==> src/rtl/reg_file_wb_if.sv <==
// Register-file bus: read addresses, writeback sources and controls, and
// the read data / ready returned by the register file.
//   RF_ADR1/RF_ADR2 : read addresses (rs1/rs2)
//   RF_WA/RF_WE     : write address (rd) and write enable
//   RF_WR_SEL       : writeback source select
//   PC_PLUS4/CSR_RD/MEM_DOUT/ALU_RESULT : writeback sources 0..3
//   RF_RS1/RF_RS2   : read data, RF_READY : file usable
// master = the pipeline driving the file, slave = the register file.
interface reg_file_wb_if;
    logic [4:0]  RF_ADR1;
    logic [4:0]  RF_ADR2;
    logic [4:0]  RF_WA;
    logic        RF_WE;
    logic [1:0]  RF_WR_SEL;
    logic [31:0] PC_PLUS4;
    logic [31:0] CSR_RD;
    logic [31:0] MEM_DOUT;
    logic [31:0] ALU_RESULT;
    logic [31:0] RF_RS1;
    logic [31:0] RF_RS2;
    logic        RF_READY;

    modport master (
        output RF_ADR1, RF_ADR2, RF_WA, RF_WE, RF_WR_SEL,
               PC_PLUS4, CSR_RD, MEM_DOUT, ALU_RESULT,
        input  RF_RS1, RF_RS2, RF_READY
    );

    modport slave (
        input  RF_ADR1, RF_ADR2, RF_WA, RF_WE, RF_WR_SEL,
               PC_PLUS4, CSR_RD, MEM_DOUT, ALU_RESULT,
        output RF_RS1, RF_RS2, RF_READY
    );
endinterface

==> src/rtl/reg_file_wb.sv <==
// 32 x 32-bit register file with writeback source mux, write-through
// bypass and an optional post-reset sequential clear.
//   CLK : rising-edge clock
//   RST : synchronous active-high reset
//   bus : reg_file_wb_if.slave (addresses, writeback sources, read data,
//         RF_READY)
// CLEAR_ON_RESET = 1 zeroes x0..x31 one per cycle after reset, RF_READY
// rising on the 32nd edge; 0 keeps contents and is ready at once.
module reg_file_wb #(
    parameter bit CLEAR_ON_RESET = 1'b1
) (
    input logic          CLK,
    input logic          RST,
    reg_file_wb_if.slave bus
);
    typedef enum logic {CLEAR, READY} state_t;

    state_t      state;
    logic [4:0]  cnt;
    logic        ready;
    logic [31:0] regs [32];
    logic [31:0] wd;
    logic        wr_en;
    logic [31:0] rs1;
    logic [31:0] rs2;

    always_comb begin
        wd = '0;
        case (bus.RF_WR_SEL)
            2'd0:    wd = bus.PC_PLUS4;
            2'd1:    wd = bus.CSR_RD;
            2'd2:    wd = bus.MEM_DOUT;
            default: wd = bus.ALU_RESULT;
        endcase
    end

    // Qualified write; also the bypass condition, so reads never see a
    // write that the edge will not commit.
    assign wr_en = !RST && ready && bus.RF_WE && (bus.RF_WA != 5'd0);

    always_ff @(posedge CLK) begin
        if (RST) begin
            if (CLEAR_ON_RESET) begin
                state <= CLEAR;
                cnt   <= '0;
                ready <= 1'b0;
            end else begin
                state <= READY;
                ready <= 1'b1;
            end
        end else begin
            case (state)
                CLEAR: begin
                    regs[cnt] <= '0;
                    cnt       <= cnt + 5'd1;
                    if (cnt == 5'd31) begin
                        state <= READY;
                        ready <= 1'b1;
                    end
                end
                default: begin
                    if (wr_en)
                        regs[bus.RF_WA] <= wd;
                end
            endcase
        end
    end

    always_comb begin
        rs1 = '0;
        rs2 = '0;
        if (ready) begin
            if (bus.RF_ADR1 != 5'd0)
                rs1 = (wr_en && bus.RF_WA == bus.RF_ADR1) ? wd : regs[bus.RF_ADR1];
            if (bus.RF_ADR2 != 5'd0)
                rs2 = (wr_en && bus.RF_WA == bus.RF_ADR2) ? wd : regs[bus.RF_ADR2];
        end
    end

    assign bus.RF_RS1   = rs1;
    assign bus.RF_RS2   = rs2;
    assign bus.RF_READY = ready;
endmodule

==> src/flat_wrapper.sv <==
// flat-port wrapper written by rule: the top's interface ports become plain ports
module reg_file_wb_flat 
#(
    parameter bit CLEAR_ON_RESET = 1'b1
)
  (CLK, RST, bus_RF_ADR1, bus_RF_ADR2, bus_RF_WA, bus_RF_WE, bus_RF_WR_SEL, bus_PC_PLUS4, bus_CSR_RD, bus_MEM_DOUT, bus_ALU_RESULT, bus_RF_RS1, bus_RF_RS2, bus_RF_READY);
  reg_file_wb_if bus_i ();
  input logic CLK;
  input logic RST;
  input wire logic [$bits(bus_i.RF_ADR1)-1:0] bus_RF_ADR1;
  input wire logic [$bits(bus_i.RF_ADR2)-1:0] bus_RF_ADR2;
  input wire logic [$bits(bus_i.RF_WA)-1:0] bus_RF_WA;
  input wire logic [$bits(bus_i.RF_WE)-1:0] bus_RF_WE;
  input wire logic [$bits(bus_i.RF_WR_SEL)-1:0] bus_RF_WR_SEL;
  input wire logic [$bits(bus_i.PC_PLUS4)-1:0] bus_PC_PLUS4;
  input wire logic [$bits(bus_i.CSR_RD)-1:0] bus_CSR_RD;
  input wire logic [$bits(bus_i.MEM_DOUT)-1:0] bus_MEM_DOUT;
  input wire logic [$bits(bus_i.ALU_RESULT)-1:0] bus_ALU_RESULT;
  output wire logic [$bits(bus_i.RF_RS1)-1:0] bus_RF_RS1;
  output wire logic [$bits(bus_i.RF_RS2)-1:0] bus_RF_RS2;
  output wire logic [$bits(bus_i.RF_READY)-1:0] bus_RF_READY;
  assign bus_i.RF_ADR1 = bus_RF_ADR1;
  assign bus_i.RF_ADR2 = bus_RF_ADR2;
  assign bus_i.RF_WA = bus_RF_WA;
  assign bus_i.RF_WE = bus_RF_WE;
  assign bus_i.RF_WR_SEL = bus_RF_WR_SEL;
  assign bus_i.PC_PLUS4 = bus_PC_PLUS4;
  assign bus_i.CSR_RD = bus_CSR_RD;
  assign bus_i.MEM_DOUT = bus_MEM_DOUT;
  assign bus_i.ALU_RESULT = bus_ALU_RESULT;
  assign bus_RF_RS1 = bus_i.RF_RS1;
  assign bus_RF_RS2 = bus_i.RF_RS2;
  assign bus_RF_READY = bus_i.RF_READY;
  reg_file_wb #(.CLEAR_ON_RESET(CLEAR_ON_RESET)) u_core (.CLK(CLK), .RST(RST), .bus(bus_i));
endmodule
==> config.mk <==
export PLATFORM = sky130hd
export DESIGN_NAME = reg_file_wb_flat
export DESIGN_NICKNAME = d
export VERILOG_FILES = /design/src/rtl/reg_file_wb_if.sv /design/src/rtl/reg_file_wb.sv /design/src/flat_wrapper.sv
export SDC_FILE = /design/constraint.sdc
export NUM_CORES = 1
export LEC_CHECK = 0
export CAP_MARGIN = 20
export CORE_MARGIN = 2
export CORE_UTILIZATION = 50
export DETAILED_ROUTE_END_ITERATION = 10
export HOLD_SLACK_MARGIN = 0.06
export PLACE_DENSITY = 0.7
export RECOVER_POWER = 25
export SLEW_MARGIN = 20
export SYNTH_ARGS = -nofsm -noshare
export SYNTH_HDL_FRONTEND = slang
export SYNTH_SLANG_ARGS = --single-unit
export TNS_END_PERCENT = 10
==> constraint.sdc <==
create_clock -name CLK -period 6.2 [get_ports CLK]
set_input_delay 1.86 -clock CLK [delete_from_list [all_inputs] [get_ports CLK]]
set_output_delay 1.86 -clock CLK [all_outputs]
set_load 0.005 [all_outputs]
[Word level (Yosys, flattened, before mapping)]
Memory sizes are Yosys's and may differ from the RTL's.
Index checks and enable logic that the tools add are counted.
Word-level totals
  flip-flop bits (word level): 7
  memory bits (writable): 1024
  input bits: 148
  output and inout port bits: 65
  word-level logic and storage cells: 42
  memories kept: 1
Memory list
  u_core.regs: depth 32, bits a word 32, rd ports 2, clocked after Yosys merged registers in 0, write ports 1, RTL line reg_file_wb.sv:21  | logic [31:0] regs [32];
Cells by class
  $add $sub $neg: 1
  equality and inequality tests: 5
  mux-type cells: 19
  bitwise operators: 1
  reductions and logical operators: 12
Operator list (count)
  $mux W32: 7
  $pmux W32 S3: 1
  $reduce_or A32 Y1: 1
  $reduce_bool A5 Y1: 3
  $eq A5 B5 Y1: 2
  $mux W1: 10
  $add A5 B1 Y5 const B: 1
  $eq A5 B5 Y1 const B: 1
  $logic_and A1 B1 Y1: 5
  $mux W5: 1
  $eq A2 B1 Y1 const B: 1
  $eq A2 B2 Y1 const B: 1
  $logic_not A2 Y1: 1
  $reduce_and A2 Y1: 1
  $logic_not A1 Y1: 1
  $not A1 Y1: 1

[Depth between registers and ports, before layout]
  word-level depth: 10
  gate-level depth with buffers: 10
  depth with buffers taken out: 5

[Worst setup path after synthesis]
OpenSTA, ideal clock, no wires.
  path kind: input-to-reg
  from: in bus_RF_WA[1]
  to: mem u_core.regs[5][0], enable pin
  arrival: 5264 ps
  data required time: 5739 ps
  setup slack: 475 ps
  cell stages on the path: 6
  path buffers: 2
  cell sequence: buf_2 nor4_4 a2111oi_4 buf_2 mux2i_1 nor3_1
On the way
  longest elaborated chain between the ends: 8
  elaborated cells on any way between the ends: 9
  classes of those cells: mux: 6; reduce/logical: 3
Ends and longest elaborated chain
  start: declaration: RTL line flat_wrapper.sv:12  | input wire logic [$bits(bus_i.RF_WA)-1:0] bus_RF_WA;
  $reduce_bool A5 Y1: RTL line reg_file_wb.sv:39  | assign wr_en = !RST && ready && bus.RF_WE && (bus.RF_WA != 5'd0);
  $logic_and A1 B1 Y1: RTL line reg_file_wb.sv:39
  $mux W1: RTL line reg_file_wb.sv:62  | if (wr_en)
  $mux W1: RTL line reg_file_wb.sv:52  | case (state)
  $mux W1: RTL line reg_file_wb.sv:42  | if (RST) begin
  $mux W1 (implied by the code): RTL line reg_file_wb.sv:63  | regs[bus.RF_WA] <= wd;
  $reduce_or A32 Y1 (no source line)
  $mux W5 (no source line) / $mux W1 (equally long branches)
  end: declaration: RTL line reg_file_wb.sv:21
Parallel ways exist; a longest one is shown, timed or not.

[Worst setup path after layout]
  from: in bus_RF_WA[3]
  to: out bus_RF_RS1[1]
On the way
  longest elaborated chain between the ends: 6
  elaborated cells on any way between the ends: 7
  classes of those cells: eq/ne: 1; mux: 3; reduce/logical: 3
Ends and longest elaborated chain
  $reduce_bool A5 Y1: RTL line reg_file_wb.sv:39
  $logic_and A1 B1 Y1: RTL line reg_file_wb.sv:39
  $logic_and A1 B1 Y1 *: RTL line reg_file_wb.sv:74  | rs1 = (wr_en && bus.RF_WA == bus.RF_ADR1) ? wd : regs[bus.RF_ADR1];
  $mux W32 *: RTL line reg_file_wb.sv:74
  $mux W32 *: RTL line reg_file_wb.sv:73  | if (bus.RF_ADR1 != 5'd0)
  $mux W32 *: RTL line reg_file_wb.sv:72  | if (ready) begin
  end: declaration: RTL line flat_wrapper.sv:19  | output wire logic [$bits(bus_i.RF_RS1)-1:0] bus_RF_RS1;
Mark *: on every way between the ends. The rest lies on a longest branch, timed or not.

==> run_results.csv <==
group,metric,value,unit
placed_design,portBuffers,212,
synthesis,synth_top_area_cell,"edfxtp_1",
timing,period_needed,6.323,ns
grt,antenna_found_initial,1,
route,antenna_left,0,
timing,setup_viol,26,
clocking,cts.sinks,1031,
status,violations,"setup timing",
clocking,cts_buffer_depth,3,
grt,top_usage_layer,"met2",
power_and_ir_drop,vdd_drop_max,0.2066,mV
min_path,hold_class,"flop to flop",
timing,holdWs,0.5401,ns
floorplanning,pin_count,213,
flow_run,drv_cap,0,
synthesis,mappedNetlistArea,49520,µm²
synthesis,yosysUniqueCellTypes,54,
power_and_ir_drop,power.total,15.13,mW
timing,fin_skew,0.03129,ns
synthesis,synth_edf_count,1024,
clocking,holdBufCountCts,0,
floorplanning,initial_core_util,50.39,%
setup_path,cp.required,4.34,ns
clocking,cts_tree,"yes",
setup_path,worstSetupPathType,"primary input to output pin",
grt,grt_util_met1,40.73,%
clocking,cts.clk_slew.worst_paths,0.06,ns
route,drt_iter0_markers,4269,
timing,max_freq,0.1582,GHz
synthesis,synthTopCellsByCount,"edfxtp_1, mux4_2, mux2i_1",
synthesis,syn-num-nets,2672,
synthesis,synthArstFlopShare,0,%
setup_path,critPathLaunch,"bus_RF_WA[3]",
placed_design,routabilityCongestion,0.8972,
cells_and_area,fin_cells,4273,
timing,slew_viol_final,0,
grt,grt_pass1_wl,217.3,mm
power_and_ir_drop,p_per_area,256.8,nW/µm²
route,dr.pass1.iters,5,
synthesis,avgSynthCellArea,19.63,µm²
cells_and_area,drive_gt1_share,34.94,%
synthesis,ys_seq_area_share,62.38,%
setup_path,cp.arrival,4.46,ns
setup_path,cp-start-kind,"primary input",
placed_design,dp_hpwl,95.74,mm
status,outcome,"finished with violations",
timing,worst_pin_slew,1.079,ns
floorplanning,die_h,318.7,µm
synthesis,ys_ff_latch,1031,
cells_and_area,fin_nets,3054,
clocking,cts-root-buf,"clkbuf_16",
timing,rsz0062_at_grt,"true",
grt,grt_overflow_total,0,
placed_design,dp_cells,4077,
placed_design,dpl_cell_area,55330,µm²
synthesis,synthCells,2522,
setup_path,r2r_start,"u_core.bus.RF_READY$_SDFFE_PP0P_",
cells_and_area,fin_area,58920,µm²
grt,grtUsageMet2,47.33,%
synthesis,dominantRegCellSynth,"edfxtp_1",
route,wl_per_cell,35.86,µm
route,vias,30488,
route,wl,153.2,mm
grt,use_met3,6.799,%
timing,setup_slack,-0.1228,ns
synthesis,yosys_warnings,0,
grt,grt_max_degree,52,
floorplanning,die-width,318.7,µm
synthesis,yosysTopAreaCellShare,62.10,%
clocking,h-tree-depth,3,
grt,grt_pass1_vias,30934,
timing,period_share,102.0,%
power_and_ir_drop,p_leak,17.24,nW
synthesis,synth_most_common_cell,"edfxtp_1",
route,drcViolationCount,0,
cells_and_area,final_util,59.95,%
synthesis,synthTopCellsByArea,"edfxtp_1, mux4_2, mux2i_1",
timing,relSlewSlack,28.04,%
floorplanning,die-area,101600,µm²
clocking,numCtsBuffers,106,
setup_path,cp-end-kind,"output pin",
cells_and_area,synthToLayoutAreaGrowth,18.99,%
min_path,hp-start,"u_core.cnt[0]$_SDFFE_PP0N_",
grt,grtUsageTotal,29.81,%
setup_path,cp_max_fo,11,
floorplanning,fp-row-count,115,
route,via_per_inst,7.135,
clocking,insertion_delay,0.69,ns
floorplanning,core,98280,µm²
timing,hold_violations,0,
[power by group]
part / leakage, nW / internal (mW) / total, mW / switching [mW]
logic: 7.73 / 0.587 / 1.24 / 0.655
clock network: 1.60 / 3.60 / 6.26 / 2.66
registers: 7.91 / 7.61 / 7.63 / 0.0244
total: 17.2 / 11.8 / 15.1 / 3.34
[area by class of cell]
type	instances	area, µm²
Fill cell	6930	39360
Timing Repair Buffer	482	5283
Multi-Input combinational cell	1276	17750
Tap cell	1287	1610
Clock buffer	135	2804
Clock inverter	54	546.8
Inverter	7	28.78
Sequential cell	1031	30890
Antenna cell	1	2.502
[kinds of logic after synthesis]
logic type,Yosys count,share of synthesized area (%)
buf+inv,215,2.395
mux,680,27.38
xor+xnor,12,0.2123
fa+ha+maj,2,0.05053
compound gates,355,5.309
simple gates,227,2.269
flops,1031,62.38
[registers in the layout, indices dropped and copies added, names as in the netlist]
name,flops
u_core.bus.RF_READY,1
u_core.cnt,5
u_core.regs,1024
u_core.state,1
[cell usage in the layout (no fill, tap or decap), types with 17 or more instances in the layout]
cell type / count
o221ai_1: 28
nor2_1: 24
mux2_2: 17
nor2b_1: 20
buf_4: 178
mux4_2: 534
edfxtp_1: 1024
and2_1: 26
a21oi_1: 40
nand2b_1: 18
o211a_1: 40
nor2_4: 30
clkinv_1: 20
o22ai_1: 47
o21ai_0: 42
buf_12: 80
nand2_1: 65
a22oi_1: 45
clkbuf_1: 28
clkdlybuf4s50_1: 196
o2111ai_1: 36
clkbuf_16: 110
mux2i_1: 126
[critical path: stages]
cell	delay (ns)
clkdlybuf4s50_1	0.47
buf_4	0.19
xor2_1	0.16
nor3_1	0.18
nand4_1	0.20
buf_6	0.18
clkbuf_16	0.19
o2111ai_1	0.16
o211a_1	0.31
clkdlybuf4s50_1	0.54
[final timing paths]
path / end / slack, ns / cells past startpoint
max: bus_RF_RS1[1] / -0.12 / 10
max reg2reg: u_core.regs[0][3]$_DFFE_PP_ / 2.43 / 7
min: u_core.cnt[0]$_SDFFE_PP0N_ / 0.54 / 2
min reg2reg: u_core.cnt[0]$_SDFFE_PP0N_ / 0.54 / 2
[metrics by stage]
step	setup slack [ns]	setup TNS [ns]
after global routing	-0.1240	-2.671
after floorplan	0.4752	0
after CTS	0.007993	0
after detailed placement	-0.1928	-1.523
after global placement	-0.1278	-1.204
final	-0.1228	-1.024
[layer usage]
metal | routed length (µm) | up-vias
met5 | 0 | -
met4 | 6121 | 0
met3 | 18230 | 365
met2 | 72700 | 2258
met1 | 56180 | 16049
li1 | - | 11816
[timing repair]
action / in CTS / in global routing
gates cloned: 0 / 3
pin swaps: 0 / 1
endpoints found under the setup margin: 41 / 58
gates resized for setup: 13 / 23
setup buffers: 0 / 3
Power figures use the tool's default switching activity.
